[config.mk]
export PLATFORM = sky130hd
export DESIGN_NAME = sja1000_frame_loader
export DESIGN_NICKNAME = d
export VERILOG_FILES = /design/src/rtl/sja1000_frame_loader.sv
export SDC_FILE = /design/constraint.sdc
export NUM_CORES = 1
export LEC_CHECK = 0
export ABC_AREA = 0
export CAP_MARGIN = 30
export CORE_ASPECT_RATIO = 0.8
export CORE_UTILIZATION = 45
export CTS_CLUSTER_DIAMETER = 50
export CTS_CLUSTER_SIZE = 30
export DETAILED_ROUTE_END_ITERATION = 7
export PLACE_DENSITY = 0.84
export SLEW_MARGIN = 20
export SYNTH_ARGS = -nofsm -noshare
export SYNTH_HDL_FRONTEND = slang
export SYNTH_SLANG_ARGS = --single-unit
[constraint.sdc]
create_clock -name clk_i -period 4.24 [get_ports clk_i]
set_clock_uncertainty 0.15 [all_clocks]
set_input_delay 0.848 -clock clk_i [delete_from_list [all_inputs] [get_ports clk_i]]
set_output_delay 0.848 -clock clk_i [all_outputs]
set_load 0.1 [all_outputs]
[src/rtl/sja1000_frame_loader.sv]
// -----------------------------------------------------------------------------
// sja1000_frame_loader
//
// Sequencer in front of an SJA1000-compatible CAN controller running in
// PeliCAN (extended) mode. It accepts one frame descriptor, writes the frame
// into the controller TX buffer, requests transmission, then waits for the
// interrupt, reads the Interrupt Register and reports how the frame ended.
//
// Ports
//   clk_i, res_n            clock, asynchronous active-low reset
//   frm_valid_i/frm_ready_o descriptor handshake (accepted on valid & ready)
//   frm_ext_i, frm_rtr_i,
//   frm_id_i, frm_dlc_i,
//   frm_data_i              descriptor fields; frm_data_i[63:56] is data byte 0
//   tx_we_o/addr_o/data_o   TX buffer byte write port (offsets 0..12)
//   reg_we_o/addr_write_o/
//   reg_data_o              register write port (command register writes)
//   reg_re_o/addr_read_o    register read strobe; reg_data_i valid next cycle
//   irq_ni, bus_off_i       controller interrupt (active low), bus-off flag
//   done_o                  one-cycle completion pulse
//   status_o                {timeout, error, ok}, held until the next accept
// -----------------------------------------------------------------------------
module sja1000_frame_loader #(
   parameter int TIMEOUT_CYC = 2000000,
   parameter int TO_W        = 21
) (
   input  logic        clk_i,
   input  logic        res_n,
   input  logic        frm_valid_i,
   output logic        frm_ready_o,
   input  logic        frm_ext_i,
   input  logic        frm_rtr_i,
   input  logic [28:0] frm_id_i,
   input  logic [3:0]  frm_dlc_i,
   input  logic [63:0] frm_data_i,
   output logic        tx_we_o,
   output logic [3:0]  tx_addr_o,
   output logic [7:0]  tx_data_o,
   output logic        reg_we_o,
   output logic [7:0]  reg_addr_write_o,
   output logic [7:0]  reg_data_o,
   output logic        reg_re_o,
   output logic [7:0]  reg_addr_read_o,
   input  logic [7:0]  reg_data_i,
   input  logic        irq_ni,
   input  logic        bus_off_i,
   output logic        done_o,
   output logic [2:0]  status_o
);

   typedef enum logic [2:0] {
      S_IDLE, S_LOAD, S_CMD, S_WAIT, S_RD, S_EVAL, S_ABORT, S_DONE
   } state_t;

   localparam logic [7:0] ADDR_CMD = 8'd1;
   localparam logic [7:0] ADDR_IR  = 8'd3;
   localparam logic [7:0] CMD_TR   = 8'h01;
   localparam logic [7:0] CMD_AT   = 8'h02;

   state_t            state_q, state_d;
   logic [3:0]        idx_q, idx_d;
   logic [TO_W-1:0]   to_cnt_q, to_cnt_d;
   logic              ext_q, ext_d;
   logic              rtr_q, rtr_d;
   logic [28:0]       id_q, id_d;
   logic [3:0]        dlc_q, dlc_d;
   logic [63:0]       data_q, data_d;
   logic [2:0]        status_q, status_d;

   // Derived from the latched descriptor, not the live inputs.
   logic [3:0]  id_len;
   logic [3:0]  n_data;
   logic [3:0]  last_idx;
   logic [31:0] id_word;
   logic [31:0] id_shift;
   logic [1:0]  id_sel;
   logic [3:0]  data_idx;
   logic [63:0] data_shift;
   logic [7:0]  load_byte;

   // NOTE: every signal written below gets its default first, so no path
   // through the case statement can leave one unassigned and infer a latch.
   always_comb begin
      state_d  = state_q;
      idx_d    = idx_q;
      to_cnt_d = to_cnt_q;
      ext_d    = ext_q;
      rtr_d    = rtr_q;
      id_d     = id_q;
      dlc_d    = dlc_q;
      data_d   = data_q;
      status_d = status_q;

      frm_ready_o      = 1'b0;
      tx_we_o          = 1'b0;
      tx_addr_o        = 4'd0;
      tx_data_o        = 8'd0;
      reg_we_o         = 1'b0;
      reg_addr_write_o = 8'd0;
      reg_data_o       = 8'd0;
      reg_re_o         = 1'b0;
      reg_addr_read_o  = 8'd0;
      done_o           = 1'b0;

      // DLC 9..15 still carries only 8 data bytes; remote frames carry none.
      id_len   = ext_q ? 4'd4 : 4'd2;
      n_data   = rtr_q ? 4'd0 : ((dlc_q > 4'd8) ? 4'd8 : dlc_q);
      last_idx = id_len + n_data;

      // ID left-aligned in a 32-bit word; byte k of the ID field is then
      // simply the top byte after shifting left by k bytes. Offset 4 wraps
      // the 2-bit selector to 3, which is the last extended ID byte.
      id_word    = ext_q ? {id_q, 3'b000} : {id_q[10:0], 5'b00000, 16'h0000};
      id_sel     = idx_q[1:0] - 2'd1;
      id_shift   = id_word << {id_sel, 3'b000};
      data_idx   = idx_q - id_len - 4'd1;
      data_shift = data_q << {data_idx[2:0], 3'b000};

      if (idx_q == 4'd0)
         load_byte = {ext_q, rtr_q, 2'b00, dlc_q};
      else if (idx_q <= id_len)
         load_byte = id_shift[31:24];
      else
         load_byte = data_shift[63:56];

      case (state_q)
         S_IDLE: begin
            frm_ready_o = 1'b1;
            if (frm_valid_i) begin
               ext_d    = frm_ext_i;
               rtr_d    = frm_rtr_i;
               id_d     = frm_id_i;
               dlc_d    = frm_dlc_i;
               data_d   = frm_data_i;
               status_d = 3'b000;
               idx_d    = 4'd0;
               state_d  = S_LOAD;
            end
         end
         S_LOAD: begin
            tx_we_o   = 1'b1;
            tx_addr_o = idx_q;
            tx_data_o = load_byte;
            if (idx_q == last_idx)
               state_d = S_CMD;
            else
               idx_d = idx_q + 4'd1;
         end
         S_CMD: begin
            reg_we_o         = 1'b1;
            reg_addr_write_o = ADDR_CMD;
            reg_data_o       = CMD_TR;
            to_cnt_d         = '0;
            state_d          = S_WAIT;
         end
         S_WAIT: begin
            to_cnt_d = to_cnt_q + 1'b1;
            if (bus_off_i) begin
               status_d = 3'b010;
               state_d  = S_DONE;
            // >= rather than == so a limit crossed during RD/EVAL still aborts.
            end else if (to_cnt_q >= TO_W'(TIMEOUT_CYC - 1)) begin
               state_d = S_ABORT;
            end else if (!irq_ni) begin
               state_d = S_RD;
            end
         end
         S_RD: begin
            to_cnt_d        = to_cnt_q + 1'b1;
            reg_re_o        = 1'b1;
            reg_addr_read_o = ADDR_IR;
            state_d         = S_EVAL;
         end
         S_EVAL: begin
            to_cnt_d = to_cnt_q + 1'b1;
            if (reg_data_i[1]) begin
               status_d = 3'b001;
               state_d  = S_DONE;
            end else if (reg_data_i[7] && bus_off_i) begin
               status_d = 3'b010;
               state_d  = S_DONE;
            end else begin
               // RI/ALI/EPI only: the controller retries on its own.
               state_d = S_WAIT;
            end
         end
         S_ABORT: begin
            reg_we_o         = 1'b1;
            reg_addr_write_o = ADDR_CMD;
            reg_data_o       = CMD_AT;
            status_d         = 3'b100;
            state_d          = S_DONE;
         end
         S_DONE: begin
            done_o  = 1'b1;
            state_d = S_IDLE;
         end
         default: state_d = S_IDLE;
      endcase
   end

   assign status_o = status_q;

   // NOTE: state is updated with non-blocking assignments so every flop
   // samples the values from before this edge, independent of block order.
   always_ff @(posedge clk_i or negedge res_n) begin
      if (!res_n) begin
         state_q  <= S_IDLE;
         idx_q    <= 4'd0;
         to_cnt_q <= '0;
         ext_q    <= 1'b0;
         rtr_q    <= 1'b0;
         id_q     <= 29'd0;
         dlc_q    <= 4'd0;
         data_q   <= 64'd0;
         status_q <= 3'b000;
      end else begin
         state_q  <= state_d;
         idx_q    <= idx_d;
         to_cnt_q <= to_cnt_d;
         ext_q    <= ext_d;
         rtr_q    <= rtr_d;
         id_q     <= id_d;
         dlc_q    <= dlc_d;
         data_q   <= data_d;
         status_q <= status_d;
      end
   end

endmodule
==> run_summary.xml <==
<?xml version="1.0" encoding="UTF-8"?>
<metrics>
  <group name="die">
    <metric name="initial_util" unit="">0.459</metric>
    <metric name="placementRows" unit="">40</metric>
    <metric name="die_y" unit="um">113</metric>
    <metric name="die_width" unit="um">140</metric>
    <metric name="die_area" unit="um2">15800</metric>
    <metric name="placeableCoreArea" unit="um2">15000</metric>
    <metric name="boundaryPins" unit="">156</metric>
  </group>
  <group name="route">
    <metric name="dr_total_vias" unit="">5844</metric>
    <metric name="drcViolationCount" unit="">0</metric>
    <metric name="number_of_vias_per_cell_after_detailed_routing" unit="">5.35</metric>
    <metric name="drt_wl_total" unit="um">17400</metric>
    <metric name="drtAntennaViolNets" unit="">0</metric>
    <metric name="drt_iter0_markers" unit="">475</metric>
    <metric name="wire_per_inst" unit="um">16.0</metric>
    <metric name="detailedRoute.firstPassIterationCount" unit="">5</metric>
  </group>
  <group name="logic_synthesis">
    <metric name="synthDominantCellAreaShare" unit="">0.473</metric>
    <metric name="synth.most_common_cell" unit="">sky130_fd_sc_hd__nand2_1</metric>
    <metric name="post_synth_main_area_contributors" unit="">sky130_fd_sc_hd__dfrtp_1 47%, sky130_fd_sc_hd__nand2_1 18%, sky130_fd_sc_hd__mux4_2 6.2%</metric>
    <metric name="number_of_warnings_reported_in_the_yosys_synthesis_log" unit="">0</metric>
    <metric name="synth_top_cells_by_count" unit="">335 x sky130_fd_sc_hd__nand2_1, 130 x sky130_fd_sc_hd__dfrtp_1, 32 x sky130_fd_sc_hd__clkbuf_1, 25 x sky130_fd_sc_hd__nor2_1, 23 x sky130_fd_sc_hd__buf_4</metric>
    <metric name="primary_ff_master_synth" unit="">sky130_fd_sc_hd__dfrtp_1</metric>
    <metric name="avgSynthCellArea" unit="um2">8.86</metric>
    <metric name="number_of_enable_flip_flop_cells_after_synthesis" unit="">0</metric>
    <metric name="asyncSetResetFlopFracSynth" unit="">1.00</metric>
    <metric name="ys_ff_latch" unit="">130</metric>
    <metric name="synth_cells" unit="">776</metric>
    <metric name="synth_area_leader_cell" unit="">sky130_fd_sc_hd__dfrtp_1</metric>
    <metric name="synth_cell_types" unit="">58</metric>
    <metric name="synth-seq-area-share" unit="">0.473</metric>
    <metric name="syn_area" unit="um2">6870</metric>
  </group>
  <group name="power_and_ir_drop">
    <metric name="p_sw_frac" unit="">0.449</metric>
    <metric name="internal_power" unit="uW">4150</metric>
    <metric name="power_density" unit="nW/um2">842</metric>
    <metric name="irDropWorstVdd" unit="uV">406</metric>
    <metric name="p_clk_frac" unit="">0.201</metric>
    <metric name="power.sequential.fraction" unit="">0.274</metric>
    <metric name="p_leak" unit="uW">0.00425</metric>
    <metric name="switching_power" unit="uW">3380</metric>
    <metric name="power.share.combinational" unit="">0.526</metric>
  </group>
  <group name="placed_design">
    <metric name="detailedPlacementHpwl" unit="um">11900</metric>
    <metric name="placement.io_buffers" unit="">130</metric>
    <metric name="gp_congestion" unit="">0.847</metric>
  </group>
  <group name="clocking">
    <metric name="cts.sink_count" unit="">130</metric>
    <metric name="cts.repair_timing.setup_buffer_count" unit="">0</metric>
    <metric name="cts_tree" unit="">yes</metric>
    <metric name="clock_latency" unit="ns">0.41</metric>
    <metric name="cts_hold_buffers" unit="">0</metric>
    <metric name="clk_path_buf_depth" unit="">2</metric>
    <metric name="clock_tree.root_cell" unit="">sky130_fd_sc_hd__clkbuf_16</metric>
    <metric name="htree_levels" unit="">4</metric>
    <metric name="worst_setup_hold_path_clk_slew" unit="ns">0.06</metric>
    <metric name="cts-buffers-inserted" unit="">17</metric>
    <metric name="post_cts.resized_instances" unit="">0</metric>
  </group>
  <group name="worst_setup_path">
    <metric name="worst_reg_to_reg_path_cell_count" unit="">9</metric>
    <metric name="critPathMaxFanout" unit="">16</metric>
    <metric name="critical_path.slowest_cell" unit="">sky130_fd_sc_hd__fa_1</metric>
    <metric name="path_delay_family" unit="">buffers and inverters</metric>
    <metric name="setup.worst_path.class" unit="">reg -&gt; out</metric>
    <metric name="worstPathArrival" unit="ns">3.03</metric>
    <metric name="path_cells" unit="">clkinv_1, fa_1, buf_4, mux4_2, mux2i_1, nand2_1, a31oi_1, o22ai_2, buf_12</metric>
    <metric name="slowest_delay" unit="ns">0.52</metric>
    <metric name="crit_required" unit="ns">3.24</metric>
    <metric name="reg2reg_capture_point" unit="">state_q[0]$_DFFE_PN0P_</metric>
    <metric name="worstSetupStartpointType" unit="">flip-flop</metric>
    <metric name="crit_path_end_kind" unit="">primary output</metric>
    <metric name="worst-path-buf-inv" unit="">3</metric>
    <metric name="worstReg2RegStart" unit="">ext_q$_DFFE_PN0P_</metric>
    <metric name="r2r_setup_slack" unit="ns">1.33</metric>
  </group>
  <group name="timing">
    <metric name="worst-slew-pin-transition" unit="ns">0.958</metric>
    <metric name="slew_headroom" unit="">0.359</metric>
    <metric name="grt_setup_unrepaired" unit="">no</metric>
    <metric name="finalHoldViolations" unit="">0</metric>
    <metric name="period_share" unit="">0.950</metric>
    <metric name="fin_hold_ws" unit="ns">0.295</metric>
    <metric name="timing.final.setup_violations" unit="">0</metric>
    <metric name="finalCriticalPeriod" unit="ns">4.03</metric>
    <metric name="drv_slew" unit="">0</metric>
    <metric name="max_clock_freq" unit="MHz">248</metric>
  </group>
  <group name="flow_run">
    <metric name="drv_cap" unit="">0</metric>
  </group>
  <group name="layout">
    <metric name="area_added_between_synthesis_and_finish" unit="%">30.2</metric>
    <metric name="footprint_of_the_multi_input_gates" unit="um2">3330</metric>
    <metric name="final_layout_size_suffix_gt1_frac" unit="">0.113</metric>
    <metric name="regArea" unit="um2">3250</metric>
    <metric name="n_antenna_cell" unit="">0</metric>
    <metric name="fill_cells" unit="">1225</metric>
    <metric name="fin_nets" unit="">1011</metric>
    <metric name="finalCoreUtilization" unit="">0.598</metric>
  </group>
  <group name="global_routing">
    <metric name="antenna_violations_before_repair" unit="">0</metric>
    <metric name="global_route.usage.total" unit="">0.237</metric>
    <metric name="grt_pass1_vias" unit="">5667</metric>
    <metric name="global_route.overflow_total" unit="">0</metric>
    <metric name="grt_first_pass_wirelength" unit="um">29000</metric>
    <metric name="grt_max_degree" unit="">86</metric>
  </group>
  <group name="status">
    <metric name="outcome" unit="">finished, final reports clean</metric>
  </group>
  <group name="hold_path">
    <metric name="worst_hold_path_type" unit="">in -&gt; async</metric>
  </group>
</metrics>
-- worst max path at each step --
stage | startpoint | depth (start not counted) | slack [ns] | end
2_1_floorplan | idx_q[0]$_DFFE_PN0P_ | 9 | -0.38 | tx_data_o[4]
4_1_cts | ext_q$_DFFE_PN0P_ | 9 | 0.20 | tx_data_o[7]
3_3_place_gp | ext_q$_DFFE_PN0P_ | 9 | 0.73 | tx_data_o[7]
3_5_place_dp | ext_q$_DFFE_PN0P_ | 9 | 0.66 | tx_data_o[7]
5_1_grt | ext_q$_DFFE_PN0P_ | 8 | 0.08 | tx_data_o[0]
6_report | ext_q$_DFFE_PN0P_ | 9 | 0.21 | tx_data_o[7]
-- placed cells by master, fill, tap and decap left out, types with 5 or more instances in the layout --
cell | synthesis | routed
sky130_fd_sc_hd__and2_1 | 6 | 5
sky130_fd_sc_hd__conb_1 | 1 | 19
sky130_fd_sc_hd__buf_4 | 23 | 24
sky130_fd_sc_hd__inv_1 | 10 | 10
sky130_fd_sc_hd__ha_1 | 7 | 7
sky130_fd_sc_hd__a21oi_1 | 20 | 20
sky130_fd_sc_hd__mux2i_1 | 22 | 22
sky130_fd_sc_hd__nor2_1 | 25 | 25
sky130_fd_sc_hd__buf_12 | 0 | 10
sky130_fd_sc_hd__clkbuf_16 | 0 | 17
sky130_fd_sc_hd__clkinv_4 | 0 | 5
sky130_fd_sc_hd__clkdlybuf4s50_1 | 0 | 107
sky130_fd_sc_hd__nor3_1 | 7 | 7
sky130_fd_sc_hd__nand2_1 | 335 | 334
sky130_fd_sc_hd__a31oi_1 | 5 | 5
sky130_fd_sc_hd__o31ai_1 | 6 | 6
sky130_fd_sc_hd__nand3_1 | 10 | 10
sky130_fd_sc_hd__mux4_2 | 19 | 19
sky130_fd_sc_hd__o21ai_0 | 16 | 16
sky130_fd_sc_hd__dfrtp_1 | 130 | 129
sky130_fd_sc_hd__a211oi_1 | 8 | 6
sky130_fd_sc_hd__nor2b_1 | 9 | 9
sky130_fd_sc_hd__nand4_1 | 9 | 9
-- state kept, by name, summed over array words and instances (netlist names) --
name and count:
data_q 64, id_q 29, to_cnt_q 21, dlc_q 4, idx_q 4, state_q 3, status_o 3, ext_q 1
rtr_q 1
-- power groups by stage --
stage | clock network, uW | registers, uW | logic [uW]
floorplan | 0 | 2040 | 2860
global placement | 0 | 2050 | 3830
detailed placement | 0 | 2070 | 3920
CTS | 1530 | 2060 | 3960
global route | 1580 | 2130 | 4270
finish | 1510 | 2060 | 3960
-- per-layer routing --
layer | track usage | wire, um | up-vias
met1 | 0.332 | 7980 | 2793
met2 | 0.361 | 7890 | 226
met5 | 0 | 0 | -
li1 | - | - | 2793
met3 | 0.0444 | 1120 | 32
met4 | 0.103 | 425 | 0
-- logic make-up (layout without fill, tap and decap cells) --
family,count (synthesis),count (layout),share of synthesized area
AOI/OAI and AO/OA,90,90,0.0910
adders and majority gates,9,9,0.0186
and+or+nand+nor,419,419,0.251
other,1,19,0.000546
muxes,43,43,0.0976
DFF,130,130,0.473
buffers and inverters,76,185,0.0575
xor gates and xnor gates,8,8,0.0102
-- worst register-to-register path: cells and delay by family (launching register included) --
kind | cells | cell delay [ns]
compound gates | 1 | 0.32
xor+xnor | 2 | 0.38
fa+ha+maj | 2 | 0.53
buf+inv | 3 | 0.36
flops | 1 | 0.48
simple gates | 1 | 0.56
-- cell type report --
type | count | area share
clock inverters | 14 | 0.0201
repair buffers | 142 | 0.165
flip-flops and latches | 130 | 0.364
multi-input cells | 588 | 0.372
clock buffers | 18 | 0.0480
inverters | 11 | 0.00461
well taps | 189 | 0.0264
-- stage by stage --
step	cells	setup TNS, ns	area [um2]	power [uW]	worst slack (ns)
finish	1092	0	8950	7530	0.213
CTS	1092	0	8950	7550	0.199
global route	1092	0	8950	7980	0.0758
floorplan	794	-0.380	6970	4900	-0.380
detailed placement	1060	0	8340	5990	0.664
global placement	1059	0	8310	5880	0.726
Note: power is estimated with default switching activity, not from simulation.
